`src/rtl/muldiv_ctrl.sv`:
```
// -----------------------------------------------------------------------------
// muldiv_ctrl
//
// Iterative RV32M multiply/divide sequencer that sits beside the EX stage.
// An accepted operation is reduced to unsigned magnitudes, run through 32
// shift-add (multiply) or restoring-divide steps over one shared 64-bit
// accumulator, sign-corrected, and then presented for one cycle with `done`.
//
// Ports
//   CLK       in   clock, rising edge
//   RST       in   asynchronous active-low reset
//   start     in   EX issues an M-extension op this cycle
//   op        in   RV32M funct3 (000 MUL .. 111 REMU)
//   src1      in   rs1 operand (multiplicand / dividend)
//   src2      in   rs2 operand (multiplier / divisor)
//   rd        in   destination register tag
//   flush     in   synchronous abort of the operation in flight
//   stallreq  out  pipeline stall request (combinational)
//   busy      out  sequencer in CALC or FIX
//   done      out  one-cycle pulse, result/rd_o valid
//   result    out  32-bit operation result
//   rd_o      out  destination tag of the completed operation
//
// Timing (start cycle = 0): CALC 1..32, FIX 33, DONE 34.
// Divide by zero skips straight to DONE in cycle 1.
// Only XLEN = 32 is supported.
// -----------------------------------------------------------------------------
module muldiv_ctrl #(
    parameter int XLEN = 32
) (
    input  logic            CLK,
    input  logic            RST,
    input  logic            start,
    input  logic [2:0]      op,
    input  logic [XLEN-1:0] src1,
    input  logic [XLEN-1:0] src2,
    input  logic [4:0]      rd,
    input  logic            flush,
    output logic            stallreq,
    output logic            busy,
    output logic            done,
    output logic [XLEN-1:0] result,
    output logic [4:0]      rd_o
);

    // FSM encoding
    localparam logic [1:0] S_IDLE = 2'd0;
    localparam logic [1:0] S_CALC = 2'd1;
    localparam logic [1:0] S_FIX  = 2'd2;
    localparam logic [1:0] S_DONE = 2'd3;

    // funct3 encodings
    localparam logic [2:0] OP_MUL    = 3'b000;
    localparam logic [2:0] OP_MULH   = 3'b001;
    localparam logic [2:0] OP_MULHSU = 3'b010;
    localparam logic [2:0] OP_MULHU  = 3'b011;
    localparam logic [2:0] OP_DIV    = 3'b100;
    localparam logic [2:0] OP_DIVU   = 3'b101;
    localparam logic [2:0] OP_REM    = 3'b110;
    localparam logic [2:0] OP_REMU   = 3'b111;

    localparam int W2 = 2 * XLEN;

    // -------------------------------------------------------------------------
    // State
    // -------------------------------------------------------------------------
    logic [1:0]      state_q,   state_d;
    logic [2:0]      op_q,      op_d;
    logic [4:0]      rd_q,      rd_d;
    logic            neg_res_q, neg_res_d;
    logic [4:0]      cnt_q,     cnt_d;
    logic [W2-1:0]   acc_q,     acc_d;     // {hi, lo}: product, or {rem, quo}
    logic [XLEN-1:0] opnd_q,    opnd_d;    // multiplicand or divisor magnitude
    logic [XLEN-1:0] result_q,  result_d;
    logic [4:0]      rd_o_q,    rd_o_d;

    // -------------------------------------------------------------------------
    // Issue-cycle operand conditioning
    // -------------------------------------------------------------------------
    logic            sign1_en, sign2_en;
    logic            neg1, neg2;
    logic [XLEN-1:0] mag1, mag2;
    logic            is_div_in;
    logic            neg_res_in;

    assign is_div_in = op[2];
    assign sign1_en  = (op == OP_MULH) || (op == OP_MULHSU) ||
                       (op == OP_DIV)  || (op == OP_REM);
    assign sign2_en  = (op == OP_MULH) || (op == OP_DIV) || (op == OP_REM);

    assign neg1 = sign1_en && src1[XLEN-1];
    assign neg2 = sign2_en && src2[XLEN-1];
    // Negating 0x80000000 gives 0x80000000, which is the correct unsigned
    // magnitude 2^31, so the most-negative operand needs no special case.
    assign mag1 = neg1 ? (~src1 + 1'b1) : src1;
    assign mag2 = neg2 ? (~src2 + 1'b1) : src2;

    // The remainder takes the dividend's sign; everything else the XOR.
    // Unsigned ops have both neg flags clear, so this is 0 for them.
    assign neg_res_in = (op == OP_REM) ? neg1 : (neg1 ^ neg2);

    // -------------------------------------------------------------------------
    // Iteration datapath
    // -------------------------------------------------------------------------
    logic [XLEN:0]   mul_sum;
    logic [W2-1:0]   mul_next;
    logic [XLEN+1:0] div_diff;
    logic [W2-1:0]   div_next;
    logic            unused_div_diff_b32;

    // Shift-add: low half holds the not-yet-consumed multiplier bits; the
    // carry out of the upper-half add re-enters as the new MSB on the shift.
    assign mul_sum  = {1'b0, acc_q[W2-1:XLEN]} +
                      (acc_q[0] ? {1'b0, opnd_q} : {(XLEN+1){1'b0}});
    assign mul_next = {mul_sum, acc_q[XLEN-1:1]};

    // Restoring divide. The shifted remainder is 33 bits wide (the bit that
    // falls out of the 64-bit shift is rem's carry), so the trial subtract is
    // done one bit wider still and its MSB is the borrow.
    assign div_diff = {1'b0, acc_q[W2-1:XLEN-1]} - {2'b00, opnd_q};
    assign div_next = div_diff[XLEN+1]
                    ? {acc_q[W2-2:0], 1'b0}
                    : {div_diff[XLEN-1:0], acc_q[XLEN-2:0], 1'b1};
    // A successful trial always leaves a difference below the divisor, so
    // bit 32 of the difference is zero by construction.
    assign unused_div_diff_b32 = div_diff[XLEN];

    // -------------------------------------------------------------------------
    // Sign correction and result select (used in FIX)
    // -------------------------------------------------------------------------
    logic [W2-1:0]   prod_fix;
    logic [XLEN-1:0] quo_fix, rem_fix;
    logic [XLEN-1:0] fix_result;

    assign prod_fix = neg_res_q ? (~acc_q + 1'b1) : acc_q;
    assign quo_fix  = neg_res_q ? (~acc_q[XLEN-1:0] + 1'b1)  : acc_q[XLEN-1:0];
    assign rem_fix  = neg_res_q ? (~acc_q[W2-1:XLEN] + 1'b1) : acc_q[W2-1:XLEN];

    always_comb begin
        fix_result = prod_fix[W2-1:XLEN];
        case (op_q)
            OP_MUL:                       fix_result = prod_fix[XLEN-1:0];
            OP_MULH, OP_MULHSU, OP_MULHU: fix_result = prod_fix[W2-1:XLEN];
            OP_DIV, OP_DIVU:              fix_result = quo_fix;
            OP_REM, OP_REMU:              fix_result = rem_fix;
            default:                      fix_result = prod_fix[W2-1:XLEN];
        endcase
    end

    // -------------------------------------------------------------------------
    // Next-state logic
    // -------------------------------------------------------------------------
    always_comb begin
        // NOTE: every _d is given its hold value first so no path through the
        // case below leaves a variable unassigned, which would infer a latch.
        state_d   = state_q;
        op_d      = op_q;
        rd_d      = rd_q;
        neg_res_d = neg_res_q;
        cnt_d     = cnt_q;
        acc_d     = acc_q;
        opnd_d    = opnd_q;
        result_d  = result_q;
        rd_o_d    = rd_o_q;

        case (state_q)
            S_IDLE: begin
                if (start && !flush) begin
                    op_d      = op;
                    rd_d      = rd;
                    neg_res_d = neg_res_in;
                    cnt_d     = 5'd0;
                    // The low half is preloaded with the operand that gets
                    // consumed bit by bit: multiplier for mul, dividend for div.
                    opnd_d    = is_div_in ? mag2 : mag1;
                    acc_d     = {{XLEN{1'b0}}, (is_div_in ? mag1 : mag2)};
                    if (is_div_in && (src2 == '0)) begin
                        // RISC-V divide-by-zero: quotient all ones,
                        // remainder the raw dividend.
                        result_d = op[1] ? src1 : {XLEN{1'b1}};
                        rd_o_d   = rd;
                        state_d  = S_DONE;
                    end else begin
                        state_d  = S_CALC;
                    end
                end
            end

            S_CALC: begin
                acc_d = op_q[2] ? div_next : mul_next;
                cnt_d = cnt_q + 5'd1;
                if (cnt_q == 5'd31) begin
                    state_d = S_FIX;
                end
            end

            S_FIX: begin
                result_d = fix_result;
                rd_o_d   = rd_q;
                state_d  = S_DONE;
            end

            S_DONE: begin
                state_d = S_IDLE;
            end

            default: begin
                state_d = S_IDLE;
            end
        endcase

        // Flush wins in every state and must not disturb the visible result.
        if (flush) begin
            state_d  = S_IDLE;
            result_d = result_q;
            rd_o_d   = rd_o_q;
        end
    end

    // -------------------------------------------------------------------------
    // Registers
    // -------------------------------------------------------------------------
    // NOTE: the accumulator and operand registers are reset along with the
    // control state so that every output reads zero while RST is low, not
    // just the FSM.
    always_ff @(posedge CLK or negedge RST) begin
        if (!RST) begin
            state_q   <= S_IDLE;
            op_q      <= 3'd0;
            rd_q      <= 5'd0;
            neg_res_q <= 1'b0;
            cnt_q     <= 5'd0;
            acc_q     <= '0;
            opnd_q    <= '0;
            result_q  <= '0;
            rd_o_q    <= 5'd0;
        end else begin
            // NOTE: non-blocking assignments so every register samples the
            // pre-edge values computed above, regardless of statement order.
            state_q   <= state_d;
            op_q      <= op_d;
            rd_q      <= rd_d;
            neg_res_q <= neg_res_d;
            cnt_q     <= cnt_d;
            acc_q     <= acc_d;
            opnd_q    <= opnd_d;
            result_q  <= result_d;
            rd_o_q    <= rd_o_d;
        end
    end

    // -------------------------------------------------------------------------
    // Outputs
    // -------------------------------------------------------------------------
    // stallreq asserts in the issue cycle so EX holds the instruction. It is
    // qualified by RST so a start held during reset cannot raise it.
    assign stallreq = RST && (((state_q == S_IDLE) && start && !flush) ||
                              (state_q == S_CALC) || (state_q == S_FIX));
    assign busy     = (state_q == S_CALC) || (state_q == S_FIX);
    assign done     = (state_q == S_DONE);
    assign result   = result_q;
    assign rd_o     = rd_o_q;

endmodule

```
`config.mk`:
```
export PLATFORM = sky130hd
export DESIGN_NAME = muldiv_ctrl
export DESIGN_NICKNAME = d
export VERILOG_FILES = /design/src/rtl/muldiv_ctrl.sv
export SDC_FILE = /design/constraint.sdc
export NUM_CORES = 1
export LEC_CHECK = 0
export BUFFER_PORTS_ARGS = -buffer_cell sky130_fd_sc_hd__buf_2
export CAP_MARGIN = 20
export CORE_MARGIN = 3
export CORE_UTILIZATION = 50
export DETAILED_ROUTE_END_ITERATION = 8
export GPL_TIMING_DRIVEN = 0
export PLACE_DENSITY_LB_ADDON = 0.05
export SYNTH_ARGS = -nofsm -noshare
export SYNTH_HDL_FRONTEND = slang
export SYNTH_SLANG_ARGS = --single-unit
```
`constraint.sdc`:
```
create_clock -name CLK -period 3.35 [get_ports CLK]
set_input_delay 0.67 -clock CLK [delete_from_list [all_inputs] [get_ports CLK]]
set_output_delay 0.67 -clock CLK [all_outputs]
set_load 0.02 [all_outputs]
```
==> flow_metrics.tcl <==
set metrics [dict create \
    cp_max_fo 10 \
    finalCritPeriodShare_pct 99.7 \
    fill_cells 2792 \
    cts.sinks 149 \
    via_count 17100 \
    power_w 0.0197 \
    grt_pass1_wl_um 96500 \
    setup_viol 0 \
    grt_overflow_total 0 \
    critPathKind "register to register" \
    dpl.hpwl_um 51400 \
    multi_input_area_mm2 0.0109 \
    ios 116 \
    port_buffers 113 \
    peakVddDrop_uv 580 \
    p_leak_nw 7.39 \
    maxSlewViolCount 0 \
    p_per_area_mw_per_mm2 1140 \
    synth_area_leaders "dfrtp_1, a21oi_1, ha_1" \
    syn_to_final_growth_pct 15.5 \
    initial_core_util_pct 51.4 \
    first_iter_violations 2365 \
    cts_max_path_buffers 2 \
    yosysWarnings 0 \
    ys_ff_latch 149 \
    placementRows 62 \
    postRouteAntennaNets 0 \
    drcViolationCount 0 \
    die_height_um 179 \
    synth.avg_cell_area_um2 7.49 \
    gp_congestion 1.07 \
    async_reset_ff_share_pct 100 \
    dieArea_mm2 0.0320 \
    cts_tree "yes" \
    grt_pass1_vias 15700 \
    slew_headroom_pct 30.9 \
    core_area_mm2 0.0291 \
    finalClockSkew_ps 15.9 \
    die_w_um 179 \
    ys.flop_type "dfrtp_1" \
    synth_top_area_share_pct 24.9 \
    netlist_area_mm2 0.0149 \
    htree_num_levels 4 \
    drtPass1Iterations 8 \
    grt_max_degree 100 \
    drive_gt1_share_pct 15.1 \
    wl_per_cell_um 25.5 \
    root_buffer "clkbuf_16" \
    holdCritPathClass "input port to asynchronous set/reset pin" \
    maxCapViolations 0 \
    wirelength_um 65000 \
    insertion_delay_ps 460 \
    cts.clk_slew.worst_paths_ps 70 \
    grt.total_usage_pct 40.2 \
    min_period_ps 3340 \
    vias_per_cell 6.69 \
    crit_arrival_ps 3740 \
    synth_cell_type_count 79 \
    seqCellArea_mm2 0.00374 \
    max_slew.worst_pin.slew_ps 1040 \
    syn_inst 1996 \
    start_kind "register" \
    seq_area_frac_synth_pct 24.9 \
    yosysTopAreaCell "dfrtp_1" \
    antenna_found_initial 0 \
    max_freq_mhz 299 \
    cts_buffers 17 \
    hold_ws_ps 107 \
    syn-num-nets 2148 \
    hold_viol_final 0 \
    n_antenna_cell 0 \
    worst_ep_required_time_ps 3750 \
    end_kind "register" \
    synth_edf_count 0 \
    fin_nets 2305 \
    rsz0062_at_grt "true" \
    status "completed" \
]
-- synthesized netlist by cell type (12+ instances only) --
| cell | instances |
|---|---|
| xor2_1 | 70 |
| nor3_1 | 53 |
| a31oi_1 | 27 |
| ha_1 | 74 |
| o221ai_1 | 17 |
| nor4_1 | 14 |
| mux2_2 | 26 |
| or3_1 | 33 |
| o41ai_1 | 12 |
| nor2_1 | 216 |
| nand4_1 | 15 |
| a22oi_1 | 17 |
| nand3_1 | 43 |
| nand2b_1 | 18 |
| a21oi_1 | 209 |
| o211ai_1 | 18 |
| and3_1 | 13 |
| dfrtp_1 | 149 |
| mux2i_1 | 35 |
| xnor2_1 | 84 |
| a211oi_1 | 35 |
| or4_1 | 17 |
| a21o_1 | 41 |
| o31ai_1 | 30 |
| clkbuf_1 | 113 |
| o21ai_0 | 174 |
| nand2_1 | 203 |
| inv_1 | 65 |
-- routing by layer --
metal / GRT usage, % / share of wire (%)
met5: 0 / 0
met4: 17.0 / 4.8
met3: 9.81 / 12
met2: 59.9 / 43
met1: 55.7 / 41
-- power by group --
part	switching [W]	total [W]	internal, W
logic	0.00903	0.0140	0.00499
clock network	0.000894	0.00187	0.000980
registers	0.00112	0.00376	0.00264
total	0.0110	0.0197	0.00861
-- logic make-up (layout without fill, tap and decap cells) --
family | Yosys count | count (layout) | synth area share [%]
AOI/OAI and AO/OA | 682 | 682 | 28.5
xor gates and xnor gates | 154 | 154 | 9.03
muxes | 61 | 61 | 4.30
adders and majority gates | 76 | 76 | 6.46
buffers and inverters | 190 | 360 | 4.86
and+or+nand+nor | 684 | 684 | 21.9
DFF | 149 | 149 | 24.9
-- worst paths after layout --
path	from	end	slack (ps)	cells past startpoint
max in group asynchronous	RST	opnd_q[18]	2320	2
max reg2reg	acc_q[0]	acc_q[59]	9	13
min reg2reg	result[21]	result[21]	470	2
max	acc_q[0]	acc_q[59]	9	13
min in group CLK	rd[1]	rd_q[1]	420	3
min	RST	acc_q[55]	110	1
-- flip-flops by register name (all words and copies together) (netlist names) --
name,cells
opnd_q,32
rd_q,5
rd_o,5
op_q,3
result,32
cnt_q,5
acc_q,64
neg_res_q,1
state_q,2
-- what timing repair did --
action / in CTS / in global routing
buffers inserted: 11 / 17
resized for setup: 54 / 81
pin swaps: 7 / 24
hold buffers: 0 / 0
setup endpoints to repair: 76 / 69
-- cell type report --
| class | instances | area share, % |
|---|---|---|
| multi-input combinational | 1657 | 63.2 |
| sequential | 149 | 21.7 |
| timing repair buffer | 143 | 4.75 |
| buffer | 119 | 2.94 |
| tap | 384 | 2.78 |
| clock buffer | 20 | 2.59 |
| inverter | 66 | 1.46 |
| clock inverter | 12 | 0.558 |
-- critical path, cell delays in order, from the launching register on --
cell	delay [ps]
dfrtp_2	450
clkinvlp_4	240
clkbuf_8	240
nor2_1	190
ha_4	190
nand3_1	110
a211oi_1	240
o21a_2	250
o21bai_4	100
a41oi_4	320
a221oi_4	120
or4b_2	620
nand3_1	100
a211o_1	110
-- stage by stage --
step           worst slack, ps  TNS (ps)  utilization [%]  std cells  area (um^2)
6_report                  9.07         0             59.4       2550        17300
5_1_grt                   -118      -678             59.4       2550        17300
4_1_cts                  -19.3     -21.0             58.0       2537        16900
3_5_place_dp              -983    -51700             55.1       2495        16000
3_3_place_gp             -1310   -166420             55.0       2493        16000
2_1_floorplan              205         0                -       1996        14900
-- layout by cell type (no fill, tap or decap), types with 40 or more instances in the layout --
cell | synthesis | routed
xor2_1 | 70 | 69
nor2_1 | 216 | 211
dfrtp_1 | 149 | 136
a21o_1 | 41 | 40
a21oi_1 | 209 | 200
nand3_1 | 43 | 41
inv_1 | 65 | 63
xnor2_1 | 84 | 84
buf_2 | 4 | 118
nor3_1 | 53 | 44
ha_1 | 74 | 70
clkbuf_1 | 113 | 99
o21ai_0 | 174 | 165
nand2_1 | 203 | 201
Power figures use the tool's default switching activity.
